==> src/rtl/magma_pkg.sv <==
// Shared definitions for the Magma (GOST R 34.12-2015, 64-bit block) core.
// Holds the S-box set (id-tc26-gost-28147-param-Z), round/block counts,
// the FSM state encoding and the per-round key index selection.
package magma_pkg;

    localparam int ROUNDS = 32;
    localparam int BLOCKS = 2;

    typedef enum logic {
        ST_IDLE = 1'b0,
        ST_RUN  = 1'b1
    } state_t;

    // SBOX[n][x]: substitution for nibble n (nibble 0 is the LSB) of input x.
    localparam logic [3:0] SBOX [8][16] = '{
        '{4'hC, 4'h4, 4'h6, 4'h2, 4'hA, 4'h5, 4'hB, 4'h9, 4'hE, 4'h8, 4'hD, 4'h7, 4'h0, 4'h3, 4'hF, 4'h1},
        '{4'h6, 4'h8, 4'h2, 4'h3, 4'h9, 4'hA, 4'h5, 4'hC, 4'h1, 4'hE, 4'h4, 4'h7, 4'hB, 4'hD, 4'h0, 4'hF},
        '{4'hB, 4'h3, 4'h5, 4'h8, 4'h2, 4'hF, 4'hA, 4'hD, 4'hE, 4'h1, 4'h7, 4'h4, 4'hC, 4'h9, 4'h6, 4'h0},
        '{4'hC, 4'h8, 4'h2, 4'h1, 4'hD, 4'h4, 4'hF, 4'h6, 4'h7, 4'h0, 4'hA, 4'h5, 4'h3, 4'hE, 4'h9, 4'hB},
        '{4'h7, 4'hF, 4'h5, 4'hA, 4'h8, 4'h1, 4'h6, 4'hD, 4'h0, 4'h9, 4'h3, 4'hE, 4'hB, 4'h4, 4'h2, 4'hC},
        '{4'h5, 4'hD, 4'hF, 4'h6, 4'h9, 4'h2, 4'hC, 4'hA, 4'hB, 4'h7, 4'h8, 4'h1, 4'h4, 4'h3, 4'hE, 4'h0},
        '{4'h8, 4'hE, 4'h2, 4'h5, 4'h6, 4'h9, 4'h1, 4'hC, 4'hF, 4'h4, 4'hB, 4'h0, 4'hD, 4'hA, 4'h3, 4'h7},
        '{4'h1, 4'h7, 4'hE, 4'hD, 4'h0, 4'h5, 4'h8, 4'h3, 4'h4, 4'hF, 4'hA, 4'h6, 4'h9, 4'hC, 4'hB, 4'h2}
    };

    // Zero-based round-key index (0 = K1 ... 7 = K8) for round rnd.
    // Encrypt: K1..K8 three times, then K8..K1.
    // Decrypt: K1..K8 once, then K8..K1 three times.
    function automatic logic [2:0] key_index(input logic [4:0] rnd, input logic decrypt);
        logic ascending;
        ascending = decrypt ? (rnd < 5'd8) : (rnd < 5'd24);
        return ascending ? rnd[2:0] : (3'd7 - rnd[2:0]);
    endfunction

endpackage

==> src/rtl/magma_round.sv <==
// One combinational Magma round.
//   a1, a0     : upper / lower halves of the current block
//   k          : 32-bit round key
//   last       : final round (no half swap)
//   next_block : block after this round
// g(k,a) = rotl11(S(a + k mod 2^32)); normal rounds produce (a0, g^a1),
// the last round produces (g^a1, a0).
module magma_round
    import magma_pkg::*;
(
    input  logic [31:0] a1,
    input  logic [31:0] a0,
    input  logic [31:0] k,
    input  logic        last,
    output logic [63:0] next_block
);

    logic [31:0] sum;
    logic [31:0] subst;
    logic [31:0] g_out;
    logic [31:0] mixed;

    always_comb begin
        sum   = a0 + k;
        subst = '0;
        for (int n = 0; n < 8; n++) begin
            subst[4*n +: 4] = SBOX[n][sum[4*n +: 4]];
        end
        g_out      = {subst[20:0], subst[31:21]};
        mixed      = g_out ^ a1;
        next_block = last ? {mixed, a0} : {a0, mixed};
    end

endmodule

==> src/rtl/magma_core.sv <==
// Two-block Magma ECB engine, one round per clock.
//   clk      : system clock
//   reset    : synchronous, active-low
//   start    : request strobe, only honoured in IDLE
//   decrypt  : 0 = encrypt, 1 = decrypt (sampled with start)
//   key      : K1 = key[255:224] ... K8 = key[31:0]
//   data_in  : B0 = [63:0], B1 = [127:64]
//   data_out : R0 = [63:0], R1 = [127:64], held until the next completion
//   busy     : operation in progress
//   done     : one-cycle completion pulse
//
// state | meaning
// IDLE  | waiting for start; all operand registers hold
// RUN   | one round per edge, B0 then B1 (64 edges in total)
module magma_core
    import magma_pkg::*;
(
    input  logic         clk,
    input  logic         reset,
    input  logic         start,
    input  logic         decrypt,
    input  logic [255:0] key,
    input  logic [127:0] data_in,
    output logic [127:0] data_out,
    output logic         busy,
    output logic         done
);

    state_t         state_q;
    state_t         state_d;
    logic [4:0]     rnd_q;
    logic           blk_q;
    logic [63:0]    block_q;
    logic [63:0]    b1_q;
    logic [255:0]   key_q;
    logic           decrypt_q;
    logic [63:0]    r0_q;
    logic [127:0]   data_out_q;
    logic           done_q;

    logic           last;
    logic           final_block;
    logic [2:0]     word_sel;
    logic [31:0]    round_key;
    logic [63:0]    round_out;

    assign last        = (rnd_q == 5'(ROUNDS - 1));
    assign final_block = (blk_q == 1'(BLOCKS - 1));

    // K1 sits in the top word, so key index i maps to word (7 - i) from the LSB.
    assign word_sel  = 3'd7 - key_index(rnd_q, decrypt_q);
    assign round_key = key_q[{word_sel, 5'b0} +: 32];

    magma_round u_round (
        .a1         (block_q[63:32]),
        .a0         (block_q[31:0]),
        .k          (round_key),
        .last       (last),
        .next_block (round_out)
    );

    always_ff @(posedge clk) begin
        if (!reset) begin
            state_q <= ST_IDLE;
        end else begin
            state_q <= state_d;
        end
    end

    always_comb begin
        state_d = state_q;
        case (state_q)
            ST_IDLE: if (start) state_d = ST_RUN;
            ST_RUN:  if (last && final_block) state_d = ST_IDLE;
            default: state_d = ST_IDLE;
        endcase
    end

    always_ff @(posedge clk) begin
        if (!reset) begin
            rnd_q      <= '0;
            blk_q      <= 1'b0;
            block_q    <= '0;
            b1_q       <= '0;
            key_q      <= '0;
            decrypt_q  <= 1'b0;
            r0_q       <= '0;
            data_out_q <= '0;
            done_q     <= 1'b0;
        end else begin
            done_q <= 1'b0;
            case (state_q)
                ST_IDLE: begin
                    if (start) begin
                        key_q     <= key;
                        decrypt_q <= decrypt;
                        block_q   <= data_in[63:0];
                        b1_q      <= data_in[127:64];
                        rnd_q     <= '0;
                        blk_q     <= 1'b0;
                    end
                end
                ST_RUN: begin
                    // 5-bit counter wraps from 31 to 0 between blocks.
                    rnd_q <= rnd_q + 5'd1;
                    if (!last) begin
                        block_q <= round_out;
                    end else if (!final_block) begin
                        r0_q    <= round_out;
                        block_q <= b1_q;
                        blk_q   <= 1'b1;
                    end else begin
                        data_out_q <= {round_out, r0_q};
                        done_q     <= 1'b1;
                        blk_q      <= 1'b0;
                    end
                end
                default: ;
            endcase
        end
    end

    assign data_out = data_out_q;
    assign done     = done_q;
    assign busy     = (state_q == ST_RUN);

endmodule

==> config.mk <==
export PLATFORM = sky130hd
export DESIGN_NAME = magma_core
export DESIGN_NICKNAME = d
export VERILOG_FILES = /design/src/rtl/magma_pkg.sv /design/src/rtl/magma_round.sv /design/src/rtl/magma_core.sv
export SDC_FILE = /design/constraint.sdc
export NUM_CORES = 1
export LEC_CHECK = 0
export CAP_MARGIN = 5
export CORE_UTILIZATION = 47
export CTS_CLUSTER_SIZE = 10
export DETAILED_ROUTE_END_ITERATION = 7
export HOLD_SLACK_MARGIN = 0.08
export PLACE_DENSITY = 0.76
export SKIP_CTS_REPAIR_TIMING = 1
export SLEW_MARGIN = 20
export SYNTH_ARGS = -nofsm -noshare
export SYNTH_HDL_FRONTEND = slang
export SYNTH_SLANG_ARGS = --single-unit
==> constraint.sdc <==
create_clock -name clk -period 5.7 [get_ports clk]
set_input_delay 0.57 -clock clk [delete_from_list [all_inputs] [get_ports clk]]
set_output_delay 0.57 -clock clk [all_outputs]
set_load 0.02 [all_outputs]
* Word level (Yosys, flattened, before mapping)
Memories as Yosys holds them, arrays and structs flattened. Index checks and enable logic that the tools add are counted.
Storage, ports and cells: register bits after elaboration 585, bits in latches 0, bits in writable memories 0, memory bits (read-only) 512, input port bits 388, output and inout port bits 130, logic and storage cells 88, memories kept 8
Cells by class: $add $sub $neg 4, $mul 0, div/mod/pow operators 0, magnitude comparators 10, equality and inequality tests 4, shift operators 1, multiplexer cells 33, bitwise gates (word level) 11, reductions and logical operators 7
Memories:
- (no name shown) | words 16, width 4, rd ports 1, clocked after Yosys merged registers in 0, wr ports 0, line magma_round.sv:27 | subst[4*n +: 4] = SBOX[n][sum[4*n +: 4]];
- (no name shown) | words 16, width 4, rd ports 1, clocked after Yosys merged registers in 0, wr ports 0, line magma_round.sv:27
- (no name shown) | words 16, width 4, rd ports 1, clocked after Yosys merged registers in 0, wr ports 0, line magma_round.sv:27
- (no name shown) | words 16, width 4, rd ports 1, clocked after Yosys merged registers in 0, wr ports 0, line magma_round.sv:27
- (no name shown) | words 16, width 4, rd ports 1, clocked after Yosys merged registers in 0, wr ports 0, line magma_round.sv:27
- (no name shown) | words 16, width 4, rd ports 1, clocked after Yosys merged registers in 0, wr ports 0, line magma_round.sv:27
- +2 memories
Operators with widths (number):
- 64-bit two-way mux | 4
- 256-bit by 9-bit indexed part select with 32-bit output | 1
- 64-bit one-hot mux with 2 select lines | 1
- 4-bit two-way mux | 16
- 5-bit greater-or-equal comparator (second input constant) | 8
- 4-bit NOT with 5-bit output | 8
- 32-bit adder | 1
- 32-bit XOR | 1
- 5-bit one-hot mux with 2 select lines | 1
- 3-bit AND reduction | 3
- 1-bit two-way mux | 7
- 2-bit AND reduction | 3
- 3-bit subtractor (first input constant) | 2
- 5-bit by 1-bit adder with 5-bit output (second input constant) | 1
- 5-bit equality test (second input constant) | 1
- 5-bit by 4-bit less-than comparator with 1-bit output (second input constant) | 1
- 5-bit less-than comparator (second input constant) | 1
- 5-bit two-way mux | 1
- 1-bit one-hot mux with 2 select lines | 2
- 3-bit two-way mux | 1
- 3-bit != test (second input constant) | 1
- 2-bit by 1-bit != test with 1-bit output (second input constant) | 1
- 2-bit != test (second input constant) | 1
- 1-bit NOT | 2
- 1-bit logical AND | 1

* Logic depth before layout (Yosys ltp)
depth in word-level cells 14, gate-level depth with buffers 21, gate-level depth less buffers 20

* Cells and area by module
A second synthesis with hierarchy kept.
Unflattened totals: cell total of the unflattened synthesis 3487, area, all modules 28170.8 µm²
Modules (own cells, without submodules):
- magma_core | instances 1, cells each 2842, area an instance 23453.7 µm², sequential area each 11711.2 µm²
- magma_round | instances 1, cells each 645, area an instance 4717.0 µm², sequential area each 0.0 µm²

* Least setup slack after synthesis
No wires, ideal clock.
path kind register -> register, start point reg rnd_q[3], end point reg block_q[7], setup time 127 ps, arrival time 6071 ps, required time 5573 ps, path slack -498 ps, stages on the path, launching flop included 19, path buffers 1, clock period less this slack 6198 ps, cell sequence dfxtp_1 maj3_2 xnor2_1 clkbuf_1 mux4_2 mux2_2 ha_1 fa_1 a21o_1 a221o_1 a221o_1 a21boi_1 nor3b_1 o31ai_2 ha_1 nor2_1 mux4_2 nor3b_1 or3_1
On the way: cells in the longest elaborated chain, start to end 14, elaborated cells between the ends (all ways) 18, those cells by class 2 x add/sub; 2 x order compare; 2 x eq/ne; 1 x shift; 7 x mux; 2 x bitwise; 1 x reduce/logical; 1 x memory
RTL lines:
- start, declared | line magma_core.sv:31 | logic [4:0] rnd_q;
- start signal, assigned | line magma_core.sv:105 | rnd_q <= rnd_q + 5'd1;
- 5-bit less-than comparator or 5-bit by 4-bit less-than comparator with 1-bit output (tied branches) | line magma_pkg.sv:31 | ascending = decrypt ? (rnd < 5'd8) : (rnd < 5'd24);
- 1-bit two-way mux | line magma_pkg.sv:31
- 3-bit two-way mux | line magma_pkg.sv:32 | return ascending ? rnd[2:0] : (3'd7 - rnd[2:0]);
- 3-bit subtractor | line magma_core.sv:51 | assign word_sel = 3'd7 - key_index(rnd_q, decrypt_q);
- 256-bit by 9-bit indexed part select with 32-bit output | line magma_core.sv:52 | assign round_key = key_q[{word_sel, 5'b0} +: 32];
- 32-bit adder | line magma_round.sv:24 | sum = a0 + k;
- 4-bit NOT with 5-bit output (not written as such) | line magma_round.sv:27
- memory 16 x 4 bit
- 4-bit two-way mux (not written as such) (2 in a row) | line magma_round.sv:27
- 32-bit XOR | line magma_round.sv:30 | mixed = g_out ^ a1;
- 64-bit two-way mux | line magma_round.sv:31 | next_block = last ? {mixed, a0} : {a0, mixed};
- 64-bit two-way mux | line magma_core.sv:106 | if (!last) begin
- 64-bit one-hot mux with 2 select lines | line magma_core.sv:92 | case (state_q)
- end signal, assigned | line magma_core.sv:97 | block_q <= data_in[63:0];
- end signal, assigned | line magma_core.sv:107 | block_q <= round_out;
- end signal, assigned | line magma_core.sv:110 | block_q <= b1_q;
- end, declared | line magma_core.sv:33 | logic [63:0] block_q;
Parallel ways exist; a longest one is shown, timed or not. The select of a mux whose other input is x is not followed. A chain may end at the register's enable or synchronous reset.

* Final worst setup path
Ends and elaborated chain as after synthesis.

==> summary.txt <==
Timing
  • RSZ-0062 raised after global routing: yes
  • Max Freq: 0.1807 GHz
  • # setup viols final: 0
  • Worst Setup Slack, final: 0.1668 ns
  • Hold slack: 0.4415 ns
  • Fin. Hold Viols: 0
  • Slew headroom: 27.28%
  • Worst Tran Pin Value: 1.091 ns
  • Setup Skew: 0.02957 ns
  • Final period util: 97.07%
  • Final Slew Violations: 0
  • Setup tns final: 0 ns
  • Final min period: 5.533 ns

Route
  • Post-DRT Antenna Nets: 0
  • Detailed Routing Iterations Pass 1: 8
  • Mean routed wirelength per cell: 21.43 um
  • Vias post-DR: 25700
  • DRC marker count from the first detailed-route iteration: 2478
  • Post-route DRC: 0
  • Final wirelength: 96730 um
  • DR vias/cell: 5.694

Final layout
  • Finished layout cell area: 35060 sq um
  • Share of cells above drive strength 1: 8.984%
  • Final #Nets: 4194
  • P&R area growth vs syn: 31.56%
  • Post-route insts no fill: 4513

Floorplanning
  • CORE AREA: 55520 sq um
  • IO Pins: 518
  • # rows: 86
  • Initial core utilization: 47.99%
  • Chip Width: 240.1 um
  • Die Y: 240.1 um
  • Die area: 57650 sq um

Setup path
  • Worst Path Required: 6.19 ns
  • Crit. End Element: flop
  • CP peak stage delay: 0.51 ns
  • Data arrival, critical path: 6.02 ns
  • CP max FO: 7
  • Startpoint Class: flop
  • Slowest CP cell: mux4_2
  • Worst-path cell chain: maj3_2 -> xnor2_4 -> buf_12 -> buf_12 -> mux4_2 -> mux2_4 -> fa_2 -> a21o_1 -> a221o_1 -> a221o_1 -> a21bo_1 -> a222oi_1 -> o31ai_2 -> inv_1 -> ha_2 -> inv_1 -> mux4_2 -> nor3b_2 -> or3_1
  • Critical path type: reg -> reg

Global route
  • GRT overflow: 0
  • Initial antenna violation count: 13
  • Global-route wire length before repair: 141600 um
  • Largest net degree at the start of global routing: 217
  • GR Util All Layers: 32.69%
  • Vias in the first global route: 24000

Clock network
  • CTS sink count: 585
  • Reg clk slew, reported paths: 0.06 ns
  • Root Driver: clkbuf_16
  • Htree depth: 3
  • Clock Path Buffers: 3
  • Clk_lat worst skew: 0.62 ns
  • CTS tree: yes
  • CTS buffer count: 70

Power and ir drop
  • Max rail drop VDD: 205.3 uV
  • NetSw: 3.196 mW
  • Leakage: 12.98 nW
  • Pint: 7.642 mW
  • Pwr dens: 309.2 nW/um^2
  • Sw frac: 29.49%
  • Combinational group share of total power: 21.8%
  • Clock network fraction of total power: 36.5%
  • Sequential share of power: 41.7%

Placement
  • IO buf count: 517
  • Pre-CTS WS: -0.1174 ns
  • Placed cell count: 4395
  • Routability cong.: 0.9602
  • DP Area: 32700 sq um
  • Post-DP HPWL: 70180 um

Synth
  • YS warnings: 0
  • Top cells by area, synth: dfxtp_1 (44%), nand2_1 (15%), a21oi_1 (11%), mux4_2 (6.2%), ha_1 (3.3%)
  • Most common cell in the netlist: nand2_1
  • Post-synth net total: 3747
  • Number of synthesized flops with an enable pin: 0
  • Post-synthesis cell count: 3287
  • Commonest cells in the synthesized netlist: nand2_1 (1061), dfxtp_1 (585), a21oi_1 (576), clkbuf_1 (229), nor2_1 (100)
  • Largest area contributor in the netlist: dfxtp_1
  • Cell Area, Synth: 26650 sq um
  • Top cell type's share of synthesized area: 43.95%
  • Yosys reg bits: 585
  • Syn avg cell area: 8.107 sq um
  • Async set-or-reset flop fraction in the synthesized netlist: 0%
  • Yosys cell types: 67
  • Sequential share of the synthesized area: 43.95%
  • Main synth FF type: dfxtp_1

Worst hold path
  • Min-delay worst type: reg -> reg

Outcome
  • Status: finished clean

Run
  • Max-cap violations: 0
## per-layer routing
layer	GRT usage [%]	vias up	share of wire, %
met4	18.61	4	6.1
met3	6.142	265	8.4
met2	52.51	1167	46
li1	-	12110	-
met5	0	-	0.026
met1	41.15	12160	39
## worst paths after layout
check	depth (start not counted)	slack (ns)	to	start
worst max-delay path	19	0.17	block_q[7]	rnd_q[3]
worst max register to register	19	0.17	block_q[7]	rnd_q[3]
worst min register to register	2	0.44	data_out[14]	r0_q[14]
worst min-delay path	2	0.44	data_out[14]	r0_q[14]
## logic make-up (layout without fill, tap and decap cells)
kind of cell | after synthesis | count (layout) | synth area share (%)
flops | 585 | 585 | 43.95
simple gates | 1293 | 1293 | 19.34
compound gates | 830 | 830 | 17.55
xor+xnor | 59 | 59 | 2.038
fa+ha+maj | 73 | 73 | 3.451
mux | 161 | 161 | 9.635
other cells | 0 | 14 | 0
buf+inv | 286 | 750 | 4.043
## power by group through the flow
stage | Clock (mW) | Combinational, mW | Sequential, mW
finish | 3.96 | 2.36 | 4.52
global route | 4.14 | 2.53 | 4.53
CTS | 3.99 | 2.26 | 4.51
detailed placement | 0 | 2.25 | 4.60
global placement | 0 | 2.22 | 4.59
floorplan | 0 | 1.35 | 4.46
## critical path: cells and delay by family, from the launching register on
family,cells,cell delay (ns)
muxes,3,1.31
AOI/OAI and AO/OA,6,1.68
DFF,1,0.33
and+or+nand+nor,2,0.48
adders and majority gates,3,0.94
buffers and inverters,4,0.48
xor gates and xnor gates,1,0.20
## layout by cell type (no fill, tap or decap), drive strengths merged, types with 6 or more instances in the layout
master and n:
a211oi 46, a21boi 6, a21o 13, a21oi 576
a31oi 10, and2 9, and3 12, buf 98
clkbuf 85, clkdlybuf4s50 516, dfxtp 585, diode 14
ha 71, inv 46, mux2 34, mux2i 54
mux4 73, nand2 1061, nand3 32, nand3b 6
nand4 9, nor2 100, nor2b 10, nor3 24
nor3b 7, o211ai 36, o21a 6, o21ai 80
o221ai 16, or3 7, xnor2 40, xor2 19
## flip-flops by register name, summed over array words and instances, names as in the netlist
register,count
blk_q,1
block_q,64
r0_q,64
busy,1
b1_q,64
done,1
rnd_q,5
key_q,256
decrypt_q,1
data_out,128
## area by class of cell
cell class,count,area [sq um]
Timing Repair Buffer,617,6162
Inverter,44,172.7
Fill cell,4846,20470
Multi-Input combinational cell,2416,14100
Clock buffer,82,1838
Tap cell,748,935.9
Antenna cell,14,35.03
Clock inverter,7,93.84
Sequential cell,585,11720
## through the flow
stage	power, mW	util, %
4_1_cts	10.76	62.37
3_5_place_dp	6.843	58.89
2_1_floorplan	5.802	-
6_report	10.84	63.14
3_3_place_gp	6.813	58.89
5_1_grt	11.20	63.12
No activity file was read; power rests on OpenSTA's default activity.
